===== src/rtl/vga_timing_if.sv =====
// vga_timing_if
//   Raster bus between the timing generator and the sprite mappers.
//   master : driven by vga_timing_gen
//   slave  : consumed by mappers / video output
//   Signals:
//     DrawX, DrawY          current pixel column / line
//     hs, vs                active-low syncs aligned to DrawX/DrawY
//     blank                 1 = visible pixel
//     frame_start           one-cycle pulse at DrawX==0 && DrawY==0
//     hs_d, vs_d, blank_d   hs/vs/blank delayed to match mapper colour latency
//     frame_count           8-bit frame counter (only with VGA_FRAME_COUNT_EN)
interface vga_timing_if;
  logic [9:0] DrawX;
  logic [9:0] DrawY;
  logic       hs;
  logic       vs;
  logic       blank;
  logic       frame_start;
  logic       hs_d;
  logic       vs_d;
  logic       blank_d;
`ifdef VGA_FRAME_COUNT_EN
  logic [7:0] frame_count;
`endif

  modport master (
`ifdef VGA_FRAME_COUNT_EN
    output frame_count,
`endif
    output DrawX, DrawY, hs, vs, blank, frame_start, hs_d, vs_d, blank_d
  );

  modport slave (
`ifdef VGA_FRAME_COUNT_EN
    input frame_count,
`endif
    input DrawX, DrawY, hs, vs, blank, frame_start, hs_d, vs_d, blank_d
  );
endinterface


===== src/rtl/vga_timing_gen.sv =====
// vga_timing_gen
//   Raster timing source (default 640x480@60, 25 MHz pixel clock).
//   Produces the pixel/line counters, active-low syncs, the visible-region
//   flag and a frame-start pulse, plus copies of hs/vs/blank delayed by
//   PIPE_DELAY cycles so the syncs line up with registered mapper colour.
//   Ports:
//     vga_clk  in   pixel clock, rising edge
//     reset_n  in   asynchronous active-low reset
//     vga      vga_timing_if.master (DrawX, DrawY, hs, vs, blank,
//              frame_start, hs_d, vs_d, blank_d[, frame_count])
//   Optional feature macro: VGA_FRAME_COUNT_EN adds the 8-bit frame_count
//   output, incremented on every cycle in which frame_start is high.
module vga_timing_gen #(
  parameter int H_VISIBLE  = 640,
  parameter int H_FRONT    = 16,
  parameter int H_SYNC     = 96,
  parameter int H_BACK     = 48,
  parameter int V_VISIBLE  = 480,
  parameter int V_FRONT    = 10,
  parameter int V_SYNC     = 2,
  parameter int V_BACK     = 33,
  parameter int PIPE_DELAY = 2
) (
  input  logic         vga_clk,
  input  logic         reset_n,
  vga_timing_if.master vga
);

  localparam int H_TOTAL = H_VISIBLE + H_FRONT + H_SYNC + H_BACK;
  localparam int V_TOTAL = V_VISIBLE + V_FRONT + V_SYNC + V_BACK;
  localparam int HS_BEG  = H_VISIBLE + H_FRONT;
  localparam int HS_END  = HS_BEG + H_SYNC;
  localparam int VS_BEG  = V_VISIBLE + V_FRONT;
  localparam int VS_END  = VS_BEG + V_SYNC;

  localparam logic [9:0] H_LAST = 10'(H_TOTAL - 1);
  localparam logic [9:0] V_LAST = 10'(V_TOTAL - 1);

  if (H_TOTAL > 1024 || V_TOTAL > 1024) begin : g_bad_total
    $error("vga_timing_gen: line or frame total exceeds 10-bit counter range");
  end

  if (PIPE_DELAY < 0 || PIPE_DELAY > 7) begin : g_bad_delay
    $error("vga_timing_gen: PIPE_DELAY must be in 0..7");
  end

  logic [9:0] r_x;
  logic [9:0] r_y;
  logic       r_hs;
  logic       r_vs;
  logic       r_blank;
  logic       r_frame_start;

  logic [9:0] w_x_nxt;
  logic [9:0] w_y_nxt;
  logic       w_eol;
  logic       w_eof;
  logic       w_hs_nxt;
  logic       w_vs_nxt;
  logic       w_blank_nxt;
  logic       w_frame_start_nxt;

  // Decode is done on the next counter values so the registered flags are
  // valid in the same cycle as the DrawX/DrawY they describe.
  always_comb begin
    w_eol   = (r_x == H_LAST);
    w_eof   = w_eol && (r_y == V_LAST);
    w_x_nxt = w_eol ? 10'd0 : r_x + 10'd1;
    w_y_nxt = r_y;
    if (w_eof) begin
      w_y_nxt = 10'd0;
    end else if (w_eol) begin
      w_y_nxt = r_y + 10'd1;
    end
    w_hs_nxt          = !((int'(w_x_nxt) >= HS_BEG) && (int'(w_x_nxt) < HS_END));
    w_vs_nxt          = !((int'(w_y_nxt) >= VS_BEG) && (int'(w_y_nxt) < VS_END));
    w_blank_nxt       = (int'(w_x_nxt) < H_VISIBLE) && (int'(w_y_nxt) < V_VISIBLE);
    w_frame_start_nxt = (w_x_nxt == 10'd0) && (w_y_nxt == 10'd0);
  end

  always_ff @(posedge vga_clk or negedge reset_n) begin
    if (!reset_n) begin
      r_x           <= '0;
      r_y           <= '0;
      r_hs          <= 1'b1;
      r_vs          <= 1'b1;
      r_blank       <= 1'b0;
      r_frame_start <= 1'b0;
    end else begin
      r_x           <= w_x_nxt;
      r_y           <= w_y_nxt;
      r_hs          <= w_hs_nxt;
      r_vs          <= w_vs_nxt;
      r_blank       <= w_blank_nxt;
      r_frame_start <= w_frame_start_nxt;
    end
  end

  assign vga.DrawX       = r_x;
  assign vga.DrawY       = r_y;
  assign vga.hs          = r_hs;
  assign vga.vs          = r_vs;
  assign vga.blank       = r_blank;
  assign vga.frame_start = r_frame_start;

  if (PIPE_DELAY == 0) begin : g_no_delay
    assign vga.hs_d    = r_hs;
    assign vga.vs_d    = r_vs;
    assign vga.blank_d = r_blank;
  end else begin : g_delay
    logic [PIPE_DELAY-1:0] r_hs_pipe;
    logic [PIPE_DELAY-1:0] r_vs_pipe;
    logic [PIPE_DELAY-1:0] r_blank_pipe;

    // Bit 0 is the newest stage; truncating the concatenation drops the
    // oldest bit, which works for any depth including 1.
    always_ff @(posedge vga_clk or negedge reset_n) begin
      if (!reset_n) begin
        r_hs_pipe    <= '1;
        r_vs_pipe    <= '1;
        r_blank_pipe <= '0;
      end else begin
        r_hs_pipe    <= PIPE_DELAY'({r_hs_pipe, r_hs});
        r_vs_pipe    <= PIPE_DELAY'({r_vs_pipe, r_vs});
        r_blank_pipe <= PIPE_DELAY'({r_blank_pipe, r_blank});
      end
    end

    assign vga.hs_d    = r_hs_pipe[PIPE_DELAY-1];
    assign vga.vs_d    = r_vs_pipe[PIPE_DELAY-1];
    assign vga.blank_d = r_blank_pipe[PIPE_DELAY-1];
  end

`ifdef VGA_FRAME_COUNT_EN
  logic [7:0] r_frame_count;

  always_ff @(posedge vga_clk or negedge reset_n) begin
    if (!reset_n) begin
      r_frame_count <= '0;
    end else if (r_frame_start) begin
      r_frame_count <= r_frame_count + 8'd1;
    end
  end

  assign vga.frame_count = r_frame_count;
`endif

endmodule


===== src/flat_wrapper.sv =====
// flat-port wrapper written by rule: the top's interface ports become plain ports
module vga_timing_gen_flat 
#(
  parameter int H_VISIBLE  = 640,
  parameter int H_FRONT    = 16,
  parameter int H_SYNC     = 96,
  parameter int H_BACK     = 48,
  parameter int V_VISIBLE  = 480,
  parameter int V_FRONT    = 10,
  parameter int V_SYNC     = 2,
  parameter int V_BACK     = 33,
  parameter int PIPE_DELAY = 2
)
  (vga_clk, reset_n, vga_DrawX, vga_DrawY, vga_hs, vga_vs, vga_blank, vga_frame_start, vga_hs_d, vga_vs_d, vga_blank_d);
  vga_timing_if vga_i ();
  input  logic vga_clk;
  input  logic reset_n;
  output wire logic [$bits(vga_i.DrawX)-1:0] vga_DrawX;
  output wire logic [$bits(vga_i.DrawY)-1:0] vga_DrawY;
  output wire logic [$bits(vga_i.hs)-1:0] vga_hs;
  output wire logic [$bits(vga_i.vs)-1:0] vga_vs;
  output wire logic [$bits(vga_i.blank)-1:0] vga_blank;
  output wire logic [$bits(vga_i.frame_start)-1:0] vga_frame_start;
  output wire logic [$bits(vga_i.hs_d)-1:0] vga_hs_d;
  output wire logic [$bits(vga_i.vs_d)-1:0] vga_vs_d;
  output wire logic [$bits(vga_i.blank_d)-1:0] vga_blank_d;
  assign vga_DrawX = vga_i.DrawX;
  assign vga_DrawY = vga_i.DrawY;
  assign vga_hs = vga_i.hs;
  assign vga_vs = vga_i.vs;
  assign vga_blank = vga_i.blank;
  assign vga_frame_start = vga_i.frame_start;
  assign vga_hs_d = vga_i.hs_d;
  assign vga_vs_d = vga_i.vs_d;
  assign vga_blank_d = vga_i.blank_d;
  vga_timing_gen #(.H_VISIBLE(H_VISIBLE), .H_FRONT(H_FRONT), .H_SYNC(H_SYNC), .H_BACK(H_BACK), .V_VISIBLE(V_VISIBLE), .V_FRONT(V_FRONT), .V_SYNC(V_SYNC), .V_BACK(V_BACK), .PIPE_DELAY(PIPE_DELAY)) u_core (.vga_clk(vga_clk), .reset_n(reset_n), .vga(vga_i));
endmodule

===== config.mk =====
export PLATFORM = sky130hd
export DESIGN_NAME = vga_timing_gen_flat
export DESIGN_NICKNAME = d
export VERILOG_FILES = /design/src/rtl/vga_timing_if.sv /design/src/rtl/vga_timing_gen.sv /design/src/flat_wrapper.sv
export SDC_FILE = /design/constraint.sdc
export NUM_CORES = 1
export LEC_CHECK = 0
export BUFFER_PORTS_ARGS = -buffer_cell sky130_fd_sc_hd__buf_4
export CORE_UTILIZATION = 25
export CTS_BUF_LIST = sky130_fd_sc_hd__clkbuf_4 sky130_fd_sc_hd__clkbuf_8
export CTS_CLUSTER_DIAMETER = 150
export CTS_CLUSTER_SIZE = 10
export DETAILED_ROUTE_END_ITERATION = 10
export PLACE_DENSITY_LB_ADDON = 0.05
export SLEW_MARGIN = 10
export SYNTH_ARGS = -nofsm -noshare
export SYNTH_HDL_FRONTEND = slang
export SYNTH_SLANG_ARGS = --single-unit
export TNS_END_PERCENT = 10

===== constraint.sdc =====
create_clock -name vga_clk -period 2.1 [get_ports vga_clk]
set_input_delay 0.42 -clock vga_clk [delete_from_list [all_inputs] [get_ports vga_clk]]
set_output_delay 0.42 -clock vga_clk [all_outputs]
set_load 0.02 [all_outputs]

Yosys cells after proc, flatten, opt, wreduce, memory -nomap -nowiden:

Cells that the tools add are included.

* register bits: 30
* latch bits: 0
* memory bits (writable): 0
* ROM bits: 0
* output and inout bits: 27
* word-level logic and storage cells: 31
* memories: 0

* $add $sub $neg: 2
* multiply operators: 0
* div/mod/pow operators: 0
* order comparisons: 6
* equal/unequal tests: 2
* shift-type cells: 0
* multiplexer cells: 3
* bitwise operators: 0
* reduce and logical (&&, ||, !) cells: 9

Operator list (number)
* $mux 10: 3
* $add 10x1->10 const B: 2
* $eq 10x10->1 const B: 2
* $logic_not 10->1: 2
* $lt 10x10->1 const B: 2
* $lt 10x9->1 const B: 2
* $ge 10x10->1 const B: 1
* $ge 10x9->1 const B: 1
* $logic_and 1x1->1: 5
* $logic_not 1->1: 2

Depth between registers and ports, before layout:

* depth in word-level cells: 6
* mapped depth: 9
* mapped depth without buffers: 8

Worst setup path before layout:

No wires, ideal clock.

* path type: register -> register
* start point: reg u_core.r_y[0] (netlist: u_core.vga.DrawY[0])
* end point: reg u_core.r_frame_start (netlist: u_core.vga.frame_start)
* arrival time: 2.299 ns
* required time: 2.004 ns
* path slack: -0.295 ns
* cell stages (with the launch flop): 10
* buffers on the path: 1
* clock period less this slack: 2.395 ns
* cells stage by stage: dfrtp_1 clkbuf_1 inv_1 ha_1 nand4_1 nor4_2 nand3b_1 o21ai_2 or4_4 nor4_2

* cells in the longest elaborated chain, start to end: 5

Ends and longest elaborated chain
* start, declared: line vga_timing_gen.sv:48 `logic [9:0] r_y;`
* start signal, assigned: line vga_timing_gen.sv:91 `r_y <= w_y_nxt;`
* $add 10x1->10 or $eq 10x10->1 (tied branches): line vga_timing_gen.sv:73, vga_timing_gen.sv:67
* $mux 10 or $logic_and 1x1->1 (tied branches): line vga_timing_gen.sv:72, vga_timing_gen.sv:67
* $mux 10 (*): line vga_timing_gen.sv:70 `if (w_eof) begin`
* named net u_core.w_y_nxt[1]: line vga_timing_gen.sv:55 `logic [9:0] w_y_nxt;`
* $logic_not 10->1 (*): line vga_timing_gen.sv:78 `w_frame_start_nxt = (w_x_nxt == 10'd0) && (w_y_nxt == 10'd0);`
* $logic_and 1x1->1 (*): line vga_timing_gen.sv:78
* named net u_core.w_frame_start_nxt: line vga_timing_gen.sv:61 `logic w_frame_start_nxt;`
* end signal, assigned: line vga_timing_gen.sv:95 `r_frame_start <= w_frame_start_nxt;`
* end, declared: line vga_timing_gen.sv:52 `logic r_frame_start;`

The timed path passes the listed nets; every way through them passes the cells marked *.

Worst setup path after layout:

* start point: reg u_core.r_x[7] (netlist: u_core.vga.DrawX[7])
* end point: reg u_core.r_frame_start (netlist: u_core.vga.frame_start)

* cells in the longest elaborated chain, start to end: 5

Ends and longest elaborated chain
* start, declared: line vga_timing_gen.sv:47 `logic [9:0] r_x;`
* start signal, assigned: line vga_timing_gen.sv:90 `r_x <= w_x_nxt;`
* $eq 10x10->1 (*): line vga_timing_gen.sv:66 `w_eol = (r_x == H_LAST);`
* $mux 10 or $logic_and 1x1->1 (tied branches): line vga_timing_gen.sv:72, vga_timing_gen.sv:67
* $mux 10 (*): line vga_timing_gen.sv:70
* named net u_core.w_y_nxt[1]: line vga_timing_gen.sv:55
* $logic_not 10->1 (*): line vga_timing_gen.sv:78
* $logic_and 1x1->1 (*): line vga_timing_gen.sv:78
* named net u_core.w_frame_start_nxt: line vga_timing_gen.sv:61

Marked as above.

==> results.cfg <==
[clock_network]
cts_buffers = 5
cts_sinks = 30
clk_pin_slew_ps = 70
cts_tree = done
root_buffer = clkbuf_8
insertion_delay_ps = 280
h-tree-depth = 2
cts-hold-fix-buffers = 0
cts_buffer_depth = 2

[worst_setup_path]
crit_path_start_kind = register
cp-end-kind = register
crit_slowest_cell = or4b_4
critPathKind = register to register
reg2reg_from = u_core.vga.DrawX[7]$_DFF_PN0_
max_stage_delay_ps = 530
cp_common_cell = buf_6
rrSetupSlack_ps = -100
crit_fanout = 6
worstPathCellList = or4b_4, buf_6, nor3_4, buf_6, o21ai_2, or4_4, nor4_2
crit_arrival_ps = 2400
worstPathRequired_ps = 2290
worstRegToRegCells = 7
r2r-end = u_core.vga.frame_start$_DFF_PN0_

[synthesis]
synth_xor_area_share_pct = 6.44
synthAdderAreaFrac_pct = 2.30
yosysSeqAreaShare_pct = 46.5
synth_edf_count = 0
synth_top_family_by_area = simple AND/OR/NAND/NOR gates
synth.cell_area_um2 = 1630
synth-compound-area-share_pct = 13.7
synth_area_leaders = dfrtp_1 37%, dfstp_2 9.7%, xnor2_1 4.3%, nand3_1 3.4%, o21ai_0 3.1%
synthSimpleGateAreaFrac_pct = 25.2
synth.most_common_cell = dfrtp_1
synth-seq-cells = 30
synth_warnings = 0
ys_types = 43
postSynthNetCount = 174
synth_common_cells = 24 x dfrtp_1, 12 x nand2_1, 11 x nand3_1, 10 x o21ai_0
synth_ff_type = dfrtp_1
yosysTopAreaCell = dfrtp_1
synthMuxAreaShare_pct = 0
synthCells = 169
synth_area_per_cell_um2 = 9.65
async_flop_share_pct = 100
netlist.area_leader.share_pct = 36.8

[drt]
vias = 1537
wire_per_inst_um = 14.7
vias_per_cell = 4.82
drc = 0
routed_wl_um = 4690
ant_nets = 0
drtIter0Drc = 49
dr.pass1.iters = 6

[grt]
grt_overflow_total = 0
track_usage_pct = 15.3
grt_pass1_vias = 1490
grt_max_degree = 31
grt_pass1_wl_um = 7530
antenna_found_initial = 0

[floorplanning]
dieWidth_um = 82.8
die_area_um2 = 6850
coreArea_um2 = 6310
initial_utilization_pct = 25.8
rows = 29
io_pins = 29
dieHeight_um = 82.8

[power]
p_leak_nw = 1.15
powerDensity_nw_per_um2 = 530
vdd_ir_drop_max_uv = 327

[finish]
nFillCells = 679
drive_gt1_share_pct = 46.3
design_area_um2 = 2500
syn_to_final_growth_pct = 53.0
n_antenna_cell = 0
final_nets = 246
final_util_pct = 39.5

[sta]
finalSetupViolCount = 2
rsz0062_at_grt = yes
finalHoldViolations = 0
drv_slew = 0
fmax_mhz = 454
worst_slew_pin_slew_ps = 399
finalWorstSetupSlack_ps = -102
clock_skew_ps = 4.02
tns_ps = -107
fin_crit_sh_pct = 105
maxSlewHeadroom_pct = 73.2
layout_min_cycle_time_ps = 2200

[status]
status = complete, but fails checks
violations = setup timing

[job]
cap_violations = 0

[placed_design]
gp_congestion = 0.813
io_buffers = 28
dpl_cell_area_um2 = 2260
post-place-ws_ps = -227
dp_hpwl_um = 3660

[hold_path]
min_path_type = input port to asynchronous set/reset pin
==> worst max-delay path, delay by kind of cell (launching register included) <==
kind / cells / cell delay [ps]
buf+inv: 2 / 300
flops: 1 / 400
simple gates: 4 / 1340
compound gates: 1 / 60
==> per-stage QoR <==
step           hold WS (ps)  power, W  instances
3_3_place_gp            332  0.000602        306
6_report               63.1   0.00132        319
2_1_floorplan           124  0.000589        169
3_5_place_dp            336  0.000603        306
4_1_cts                74.1   0.00135        318
5_1_grt                87.0   0.00137        319
==> state kept, by name, summed over array words and instances (netlist names) <==
name and flops:
u_core.g_delay.r_blank_pipe 2, u_core.g_delay.r_hs_pipe 2, u_core.g_delay.r_vs_pipe 2, u_core.vga.DrawX 10, u_core.vga.DrawY 10, u_core.vga.blank 1
u_core.vga.frame_start 1, u_core.vga.hs 1, u_core.vga.vs 1
==> where the power goes <==
part           switching (W)  internal [W]
Sequential                 0      0.000578
Clock               0.000226      0.000506
Combinational      0.0000115    0.00000126
==> worst max-delay path by stage <==
stage	cells past startpoint	to	slack, ps	from
2_1_floorplan	8	u_core.vga.frame_start$_DFF_PN0_	-140	u_core.vga.DrawX[7]$_DFF_PN0_
3_3_place_gp	7	u_core.vga.frame_start$_DFF_PN0_	-130	u_core.vga.DrawX[5]$_DFF_PN0_
3_5_place_dp	7	u_core.vga.frame_start$_DFF_PN0_	-230	u_core.vga.DrawX[5]$_DFF_PN0_
4_1_cts	7	u_core.vga.frame_start$_DFF_PN0_	-170	u_core.vga.DrawX[7]$_DFF_PN0_
5_1_grt	8	u_core.vga.frame_start$_DFF_PN0_	-220	u_core.vga.DrawX[0]$_DFF_PN0_
6_report	7	u_core.vga.frame_start$_DFF_PN0_	-100	u_core.vga.DrawX[7]$_DFF_PN0_
==> routing by layer <==
layer	GRT usage, %	up-vias	part of all wire [%]
li1	-	755	-
met5	0	-	0
met2	26.2	25	51
met1	18.5	753	45
met3	3.83	4	3.6
met4	5.69	0	0.96
==> final cells by class <==
cell class              count  area (µm²)  share of cell area (%)
inverters                   9        33.8                    1.35
clock inverters             2        60.1                    2.41
flip-flops and latches     30         759                    30.4
repair buffers             77         589                    23.6
well taps                  77        96.3                    3.86
clock buffers               6        82.6                    3.31
multi-input cells         118         875                    35.0
==> cells in the final DEF (no fill, tap or decap), drive strengths merged <==
cell type,count
nor4b,1
nand4,8
buf,77
or2,1
bufinv,2
or4b,1
a31oi,2
xnor2,8
and4,1
xor2,4
and2,1
nor4,8
o221ai,1
a211oi,3
a2bb2oi,1
nand4bb,1
nand3,11
nand2b,3
or4,1
a41o,2
a21oi,7
o31ai,2
o21ai,11
or3,4
o22ai,1
inv,9
clkbuf,6
or2b,1
o311ai,1
ha,3
nand3b,1
nand2,12
dfrtp,24
nor2,9
a31o,1
dfstp,6
a21o,2
nor3,5
==> repair_timing <==
action,in CTS,in global routing
setup buffers,4,1
pin swaps,4,3
resized for setup,6,5
gates cloned,0,0
endpoints found under the setup margin,6,7
==> kinds of logic after synthesis <==
logic type,after synthesis
and+or+nand+nor,69
AOI/OAI and AO/OA,34
DFF,30
adders and majority gates,3
xor gates and xnor gates,12
buffers and inverters,21
Power figures use the tool's default switching activity.
